$ cat src/rtl/multicycle_control.sv
// rtl/multicycle_control.sv - main control FSM for the multi-cycle MIPS datapath
module multicycle_control #(
    parameter int CNT_W = 16
) (
    input  logic             clk_i,
    input  logic             rst_i,
    input  logic [5:0]       opcode_i,
    input  logic             mem_ready_i,
    output logic             PCWrite_o,
    output logic             PCWriteCond_o,
    output logic             IorD_o,
    output logic             MemRead_o,
    output logic             MemWrite_o,
    output logic             IRWrite_o,
    output logic             MemtoReg_o,
    output logic             RegDst_o,
    output logic             RegWrite_o,
    output logic             ALUSrcA_o,
    output logic [1:0]       ALUSrcB_o,
    output logic [1:0]       PCSource_o,
    output logic [1:0]       ALUOp_o,
    output logic [3:0]       state_o,
    output logic             illegal_o,
    output logic [CNT_W-1:0] instr_cnt_o
);

    typedef enum logic [3:0] {
        S_FETCH  = 4'd0,
        S_DECODE = 4'd1,
        S_MEMADR = 4'd2,
        S_MEMRD  = 4'd3,
        S_MEMWB  = 4'd4,
        S_MEMWR  = 4'd5,
        S_EXEC   = 4'd6,
        S_RWB    = 4'd7,
        S_BRANCH = 4'd8,
        S_JUMP   = 4'd9,
        S_IEXEC  = 4'd10,
        S_IWB    = 4'd11
    } state_t;

    localparam logic [5:0] OP_R    = 6'b000000;
    localparam logic [5:0] OP_LW   = 6'b100011;
    localparam logic [5:0] OP_SW   = 6'b101011;
    localparam logic [5:0] OP_BEQ  = 6'b000100;
    localparam logic [5:0] OP_J    = 6'b000010;
    localparam logic [5:0] OP_ADDI = 6'b001000;
    localparam logic [5:0] OP_ORI  = 6'b001101;

    state_t           state_q, state_d;
    logic [CNT_W-1:0] cnt_q, cnt_d;
    logic             retire;

    // Strobes before reset gating; they must never fire while reset is held.
    logic pc_write, pc_write_cond, mem_read, mem_write, ir_write, reg_write, illegal;

    // State and retired-instruction counter registers.
    always_ff @(posedge clk_i) begin
        if (!rst_i) begin
            state_q <= S_FETCH;
            cnt_q   <= '0;
        end else begin
            state_q <= state_d;
            cnt_q   <= cnt_d;
        end
    end

    // Next-state and Moore output decode; FETCH strobes and illegal also look at inputs.
    always_comb begin
        state_d       = state_q;
        retire        = 1'b0;
        pc_write      = 1'b0;
        pc_write_cond = 1'b0;
        mem_read      = 1'b0;
        mem_write     = 1'b0;
        ir_write      = 1'b0;
        reg_write     = 1'b0;
        illegal       = 1'b0;
        IorD_o        = 1'b0;
        MemtoReg_o    = 1'b0;
        RegDst_o      = 1'b0;
        ALUSrcA_o     = 1'b0;
        ALUSrcB_o     = 2'b00;
        PCSource_o    = 2'b00;
        ALUOp_o       = 2'b00;
        case (state_q)
            S_FETCH: begin
                mem_read  = 1'b1;
                ALUSrcB_o = 2'b01;
                ALUOp_o   = 2'b10;
                if (mem_ready_i) begin
                    ir_write = 1'b1;
                    pc_write = 1'b1;
                    state_d  = S_DECODE;
                end
            end
            S_DECODE: begin
                ALUSrcB_o = 2'b11;
                ALUOp_o   = 2'b10;
                case (opcode_i)
                    OP_LW, OP_SW:     state_d = S_MEMADR;
                    OP_R:             state_d = S_EXEC;
                    OP_BEQ:           state_d = S_BRANCH;
                    OP_J:             state_d = S_JUMP;
                    OP_ADDI, OP_ORI:  state_d = S_IEXEC;
                    default: begin
                        illegal = 1'b1;
                        state_d = S_FETCH;
                    end
                endcase
            end
            S_MEMADR: begin
                ALUSrcA_o = 1'b1;
                ALUSrcB_o = 2'b10;
                ALUOp_o   = 2'b10;
                state_d   = (opcode_i == OP_LW) ? S_MEMRD : S_MEMWR;
            end
            S_MEMRD: begin
                mem_read = 1'b1;
                IorD_o   = 1'b1;
                if (mem_ready_i) state_d = S_MEMWB;
            end
            S_MEMWB: begin
                reg_write  = 1'b1;
                MemtoReg_o = 1'b1;
                retire     = 1'b1;
                state_d    = S_FETCH;
            end
            S_MEMWR: begin
                mem_write = 1'b1;
                IorD_o    = 1'b1;
                if (mem_ready_i) begin
                    retire  = 1'b1;
                    state_d = S_FETCH;
                end
            end
            S_EXEC: begin
                ALUSrcA_o = 1'b1;
                ALUOp_o   = 2'b00;
                state_d   = S_RWB;
            end
            S_RWB: begin
                RegDst_o  = 1'b1;
                reg_write = 1'b1;
                retire    = 1'b1;
                state_d   = S_FETCH;
            end
            S_BRANCH: begin
                ALUSrcA_o     = 1'b1;
                ALUOp_o       = 2'b11;
                pc_write_cond = 1'b1;
                PCSource_o    = 2'b01;
                retire        = 1'b1;
                state_d       = S_FETCH;
            end
            S_JUMP: begin
                pc_write   = 1'b1;
                PCSource_o = 2'b10;
                retire     = 1'b1;
                state_d    = S_FETCH;
            end
            S_IEXEC: begin
                ALUSrcA_o = 1'b1;
                ALUSrcB_o = 2'b10;
                ALUOp_o   = (opcode_i == OP_ORI) ? 2'b01 : 2'b10;
                state_d   = S_IWB;
            end
            S_IWB: begin
                reg_write = 1'b1;
                retire    = 1'b1;
                state_d   = S_FETCH;
            end
            default: state_d = S_FETCH;
        endcase
        cnt_d = retire ? cnt_q + {{(CNT_W-1){1'b0}}, 1'b1} : cnt_q;
    end

    assign PCWrite_o     = pc_write      & rst_i;
    assign PCWriteCond_o = pc_write_cond & rst_i;
    assign MemRead_o     = mem_read      & rst_i;
    assign MemWrite_o    = mem_write     & rst_i;
    assign IRWrite_o     = ir_write      & rst_i;
    assign RegWrite_o    = reg_write     & rst_i;
    assign illegal_o     = illegal       & rst_i;
    assign state_o       = state_q;
    assign instr_cnt_o   = cnt_q;

endmodule

$ cat config.mk
export PLATFORM = sky130hd
export DESIGN_NAME = multicycle_control
export DESIGN_NICKNAME = d
export VERILOG_FILES = /design/src/rtl/multicycle_control.sv
export SDC_FILE = /design/constraint.sdc
export NUM_CORES = 1
export LEC_CHECK = 0
export CORE_ASPECT_RATIO = 0.75
export CORE_MARGIN = 4
export CORE_UTILIZATION = 45
export CTS_CLUSTER_DIAMETER = 100
export DETAILED_ROUTE_END_ITERATION = 7
export PLACE_DENSITY = 0.8
export SYNTH_ARGS = -nofsm -noshare
export SYNTH_HDL_FRONTEND = slang
export SYNTH_SLANG_ARGS = --single-unit
export TNS_END_PERCENT = 50
$ cat constraint.sdc
create_clock -name clk_i -period 2.48 [get_ports clk_i]
set_input_delay 0.496 -clock clk_i [delete_from_list [all_inputs] [get_ports clk_i]]
set_output_delay 0.496 -clock clk_i [all_outputs]
set_load 0.01 [all_outputs]
== Word level (Yosys, flattened, before mapping) ==
Index checks and enable logic that the tools add are counted.

* Register bits after elaboration: 20
* Output and inout bits: 37
* Logic and storage cells: 67

* Add/subtract/negate cells: 1
* Equal/unequal tests: 20
* Multiplexer cells: 24
* Bitwise logic cells: 7
* Reduce and logical (&&, ||, !) cells: 13

{| class="wikitable"
|+ Operators with widths
! cell !! count
|-
| $pmux 4 s7 || 1
|-
| $pmux 4 s5 || 1
|-
| $add 16x1->16 const B || 1
|-
| $eq 4x3->1 const B || 4
|-
| $eq 4x4->1 const B || 4
|-
| $eq 6x4->1 const B || 2
|-
| $eq 6x6->1 const B || 2
|-
| $mux 1 || 12
|-
| $mux 4 || 3
|-
| $pmux 2 s3 || 2
|-
| $reduce_or 2->1 || 5
|-
| $eq 4x2->1 const B || 2
|-
| $and 1x1->1 || 7
|-
| $reduce_or 7->1 || 1
|-
| $eq 6x2->1 const B || 1
|-
| $eq 6x3->1 const B || 1
|-
| $logic_not 6->1 || 1
|-
| $ne 2x2->1 const B || 3
|-
| $reduce_or 3->1 || 2
|-
| $reduce_or 5->1 || 1
|-
| $eq 4x1->1 const B || 1
|-
| $logic_not 4->1 || 1
|-
| $pmux 1 s2 || 2
|-
| $pmux 2 s2 || 1
|-
| 4 further kinds || 4
|}

== Longest topological paths before layout ==
* Depth in word-level cells: 5
* Mapped depth: 7
* Gate-level depth less buffers: 6

== Worst setup path before layout ==
Ideal clock, no wire load.

* Kind: input-to-output
* From: in rst_i
* To: out PCWriteCond_o
* Data arrival time: 1.560 ns
* Data required time: 1.984 ns
* Setup slack: 0.424 ns
* Cell stages on the path: 4
* Buffers on the path: 1
* Path through: clkbuf_1 clkinv_1 or2_2 nor3_1

* Longest elaborated chain between the ends: 1

{| class="wikitable"
|+ Ends and longest elaborated chain
! element !! line !! source
|-
| start: declaration || 6 || <nowiki>input logic rst_i,</nowiki>
|-
| $and 1x1->1 || 179 || <nowiki>assign PCWriteCond_o = pc_write_cond & rst_i;</nowiki>
|-
| end: declaration || 10 || <nowiki>output logic PCWriteCond_o,</nowiki>
|}

Every way passes these cells.

== Worst setup path in the final report ==
* From: in opcode_i[3]
* To: out ALUOp_o[1]

* Longest elaborated chain between the ends: 3

{| class="wikitable"
|+ Ends and longest elaborated chain
! element !! line !! source
|-
| start: declaration || 7 || <nowiki>input logic [5:0] opcode_i,</nowiki>
|-
| $eq 6x4->1 || 165 || <nowiki>ALUOp_o = (opcode_i == OP_ORI) ? 2'b01 : 2'b10;</nowiki>
|-
| $mux 2 || 165 ||
|-
| $pmux 2 s3 || 86 || <nowiki>case (state_q)</nowiki>
|-
| end: declaration || 21 || <nowiki>output logic [1:0] ALUOp_o,</nowiki>
|}

Every way passes these cells.

==> impl_results.md <==
- Number of buffers inserted by hold repair at cts: 0
- Type of the worst min-delay path: register to register
- Syn nets: 195
- Distinct cell type count of the synthesized netlist: 40
- Initial antenna violation count: 0
- Leakage Power: 0.827 nW
- Fraction of the mapped netlist area in simple logic gates: 0.353
- Share of async-settable or async-resettable flops after synthesis: 0
- Overall routed net length: 4.54 mm
- Largest driver fanout on the critical path: 3
- Max-capacitance violation count: 0
- Count of yosys warnings during synthesis: 0
- Max-Slew Margin vs Limit: 0.725
- Half-perimeter wire length of the detailed placement result: 3.35 mm
- PwrDens: 380 mW/mm^2
- Worst min-delay path endpoint: instr_cnt_o[13]$_SDFFE_PN0P_
- Post-synth EDFFs: 0
- TritonCTS clock tree: built
- Start of the worst register-to-register path: state_o[1]$_SDFFE_PN0P_
- Data required time at the worst endpoint: 1.98 ns
- Synth Register Bits: 20
- First-pass GRT wire length: 7.03 mm
- Max Freq: 415 MHz
- Core Rows: 16
- Vias in the first global route: 1499
- Die Outline Area: 0.00389 mm^2
- Ports: 46
- Worst-margin pin slew: 0.408 ns
- Latest clock arrival within the worst-skew pair: 0.26 ns
- Pre-CTS worst setup slack: -0.380 ns
- CORE AREA: 0.00270 mm^2
- Vias per inst: 5.71
- Endpoint class of the critical path: output pin
- Worst r2r path cells: 5
- Mean Syn Cell Area: 7.16 um^2
- Share of layout cells above drive strength 1: 0.168
- Worst-case setup margin in the final layout: 0.0699 ns
- Crit share post-route: 0.972
- Portion of netlist area occupied by mux cells: 0.0151
- Clock H-tree levels: 1
- Hold Path Depth: 2
- # port buffers: 45
- Netlist Area Pre-Place: 0.00133 mm^2
- Average wire per standard cell: 15.9 um
- DRC Markers: 0
- Synth Instances: 185
- Reg-to-reg slack, setup: 0.27 ns
- Number of iterations in the first detailed-routing pass: 5
- Vias after detailed routing: 1634
- GRT Overall Usage: 0.231
- Kind of launch point of the worst setup path: primary input
- Die Ht: 55.0 um
- Count of final setup violators: 0
- Total grt overflow: 0
- Number of nets still failing antenna checks after routing: 0
- Synth Area in Adders: 0.0170
- Area added between synthesis and finish: 57.4%
- Area of all placed cells without fillers: 0.00209 mm^2
- Routability Congestion: 0.850
- IR Drop Worst-Case VDD: 0.000391 V
- Period minus WS final: 2.41 ns
- Hold Path Origin: instr_cnt_o[13]$_SDFFE_PN0P_
- Compound-gate portion of the synthesized area: 0.145
- Largest net degree at the start of global routing: 15
- Maximum count of clock buffers along a single path: 2
- Clock transition at the registers of the reported paths: 0.08 ns
- First-iteration detailed-routing DRC count: 114
- Chip width: 70.7 um
- Max-slew violation count: 0
- Unrepaired setup endpoints after global routing: false
- Placed cell area: 0.00197 mm^2
- Clock root cell: clkbuf_8
- Combinational family with the most area after synthesis: simple AND/OR/NAND/NOR gates
- Parity-gate share of the synthesized area counting xor and xnor cells: 0.0992
- CP startpoint: opcode_i[3]
- Leading register cell type out of synthesis: dfxtp_1
- Outcome: finished clean
- Initial Util: 0.490
- Sink count of the clock tree: 20
- Proportion of synthesized chip area in sequential cells: 0.302
- Critical Setup Path Class: primary input to output pin
- Reg-to-reg critical path endpoint: instr_cnt_o[9]$_SDFFE_PN0P_
- Clock Skews: 0.00286 ns
- Number of buffers added by the clock tree synthesis step: 3
- Number of antenna diodes: 0
- Number of hold violations in the final report: 0
- Number of nets in the layout: 261
- Critical path arrival: 1.91 ns
worst max-delay path by stage:
stage | depth (start not counted) | slack (ns) | end
6_report | 7 | 0.07 | ALUOp_o[1]
5_1_grt | 5 | 0.007 | RegWrite_o
4_1_cts | 5 | 0.003 | MemRead_o
3_5_place_dp | 6 | -0.38 | ALUOp_o[0]
3_3_place_gp | 5 | -0.15 | IRWrite_o
2_1_floorplan | 4 | 0.42 | PCWriteCond_o
cell usage in the layout, fill, tap and decap left out, types with 2 or more instances in the layout:
master	synthesis	routed
dlygate4sd2_1	0	6
xor2_1	5	5
nand3_1	7	7
o31ai_1	2	2
o22ai_1	2	2
nor4_1	4	3
nand4_1	5	5
inv_1	8	8
xnor2_1	10	10
clkdlybuf4s50_1	0	32
a21oi_1	10	10
nand2_1	17	16
nor2_1	30	30
nor2b_1	2	2
buf_4	0	28
clkbuf_8	0	3
o21ai_0	8	7
dlymetal6s2s_1	0	6
mux2i_1	2	2
or2_2	2	2
dfxtp_1	20	18
nor4b_1	3	3
nor3_1	12	12
nand2b_1	6	6
dfxtp_2	0	2
power breakdown:
group          internal, mW  leakage (nW)  switching, mW  total (mW)
combinational        0.0651         0.629         0.0685       0.134
clock                 0.216        0.0357          0.115       0.330
sequential            0.323         0.162        0.00599       0.329
worst max-delay path, stage by stage:
cell	delay (ns)
clkdlybuf4s50_1	0.49
nand2_2	0.09
nor2_1	0.13
nand3_1	0.16
o21ai_1	0.19
a221oi_2	0.07
dlygate4sd2_1	0.29
routing by layer:
metal,track usage,wire length (um),up-vias
met3,0.0487,458,16
li1,-,-,778
met1,0.304,1960,745
met4,0.0750,121,0
met2,0.385,2010,95
met5,0,0,-
cells in the mapped netlist, drive strengths merged, types with 6 or more instances:
master  instances  area share
nor3           12       0.045
nor2           30       0.085
buf             7       0.028
xnor2          10       0.066
nand2b          6       0.028
nand2          17       0.048
a21oi          10       0.038
o21ai           8       0.030
inv             8       0.023
dfxtp          20        0.30
nand3           7       0.026
area by class of cell:
class	count	area (um^2)
inverters	9	33.8
well taps	36	45.0
flip-flops and latches	20	403
clock buffers	3	41.3
repair buffers	73	669
multi-input cells	144	863
fillers	197	617
clock inverters	1	30.0
metrics by stage:
step	power [mW]	instances	TNS (ns)	hold slack (ns)	utilization
final	0.793	286	0	0.485	0.772
after global routing	0.817	286	0	0.527	0.772
after CTS	0.788	286	0	0.489	0.759
after detailed placement	0.467	282	-2.07	0.485	0.731
after global placement	0.463	282	-1.22	0.468	0.731
after floorplan	0.393	185	0	0.502	-
flip-flops by register name, summed over array words and instances, names as in the netlist:
signal,count
state_o,4
instr_cnt_o,16
logic make-up (layout without fill, tap and decap cells):
group                    after synthesis  count (layout)
buffers and inverters                 21              86
AO/OA/AOI/OAI                         31              31
adder cells (fa/ha/maj)                2               2
multiplexers                           2               2
XOR/XNOR                              15              15
flip-flops                            20              20
AND/OR/NAND/NOR                       94              94
repair_timing:
| action | in CTS | in global routing |
|---|---|---|
| pin swaps | 1 | 0 |
| setup endpoints to repair | 7 | 6 |
| setup buffers | 0 | 0 |
| gates resized for setup | 13 | 10 |
No activity file was read; power rests on OpenSTA's default activity.
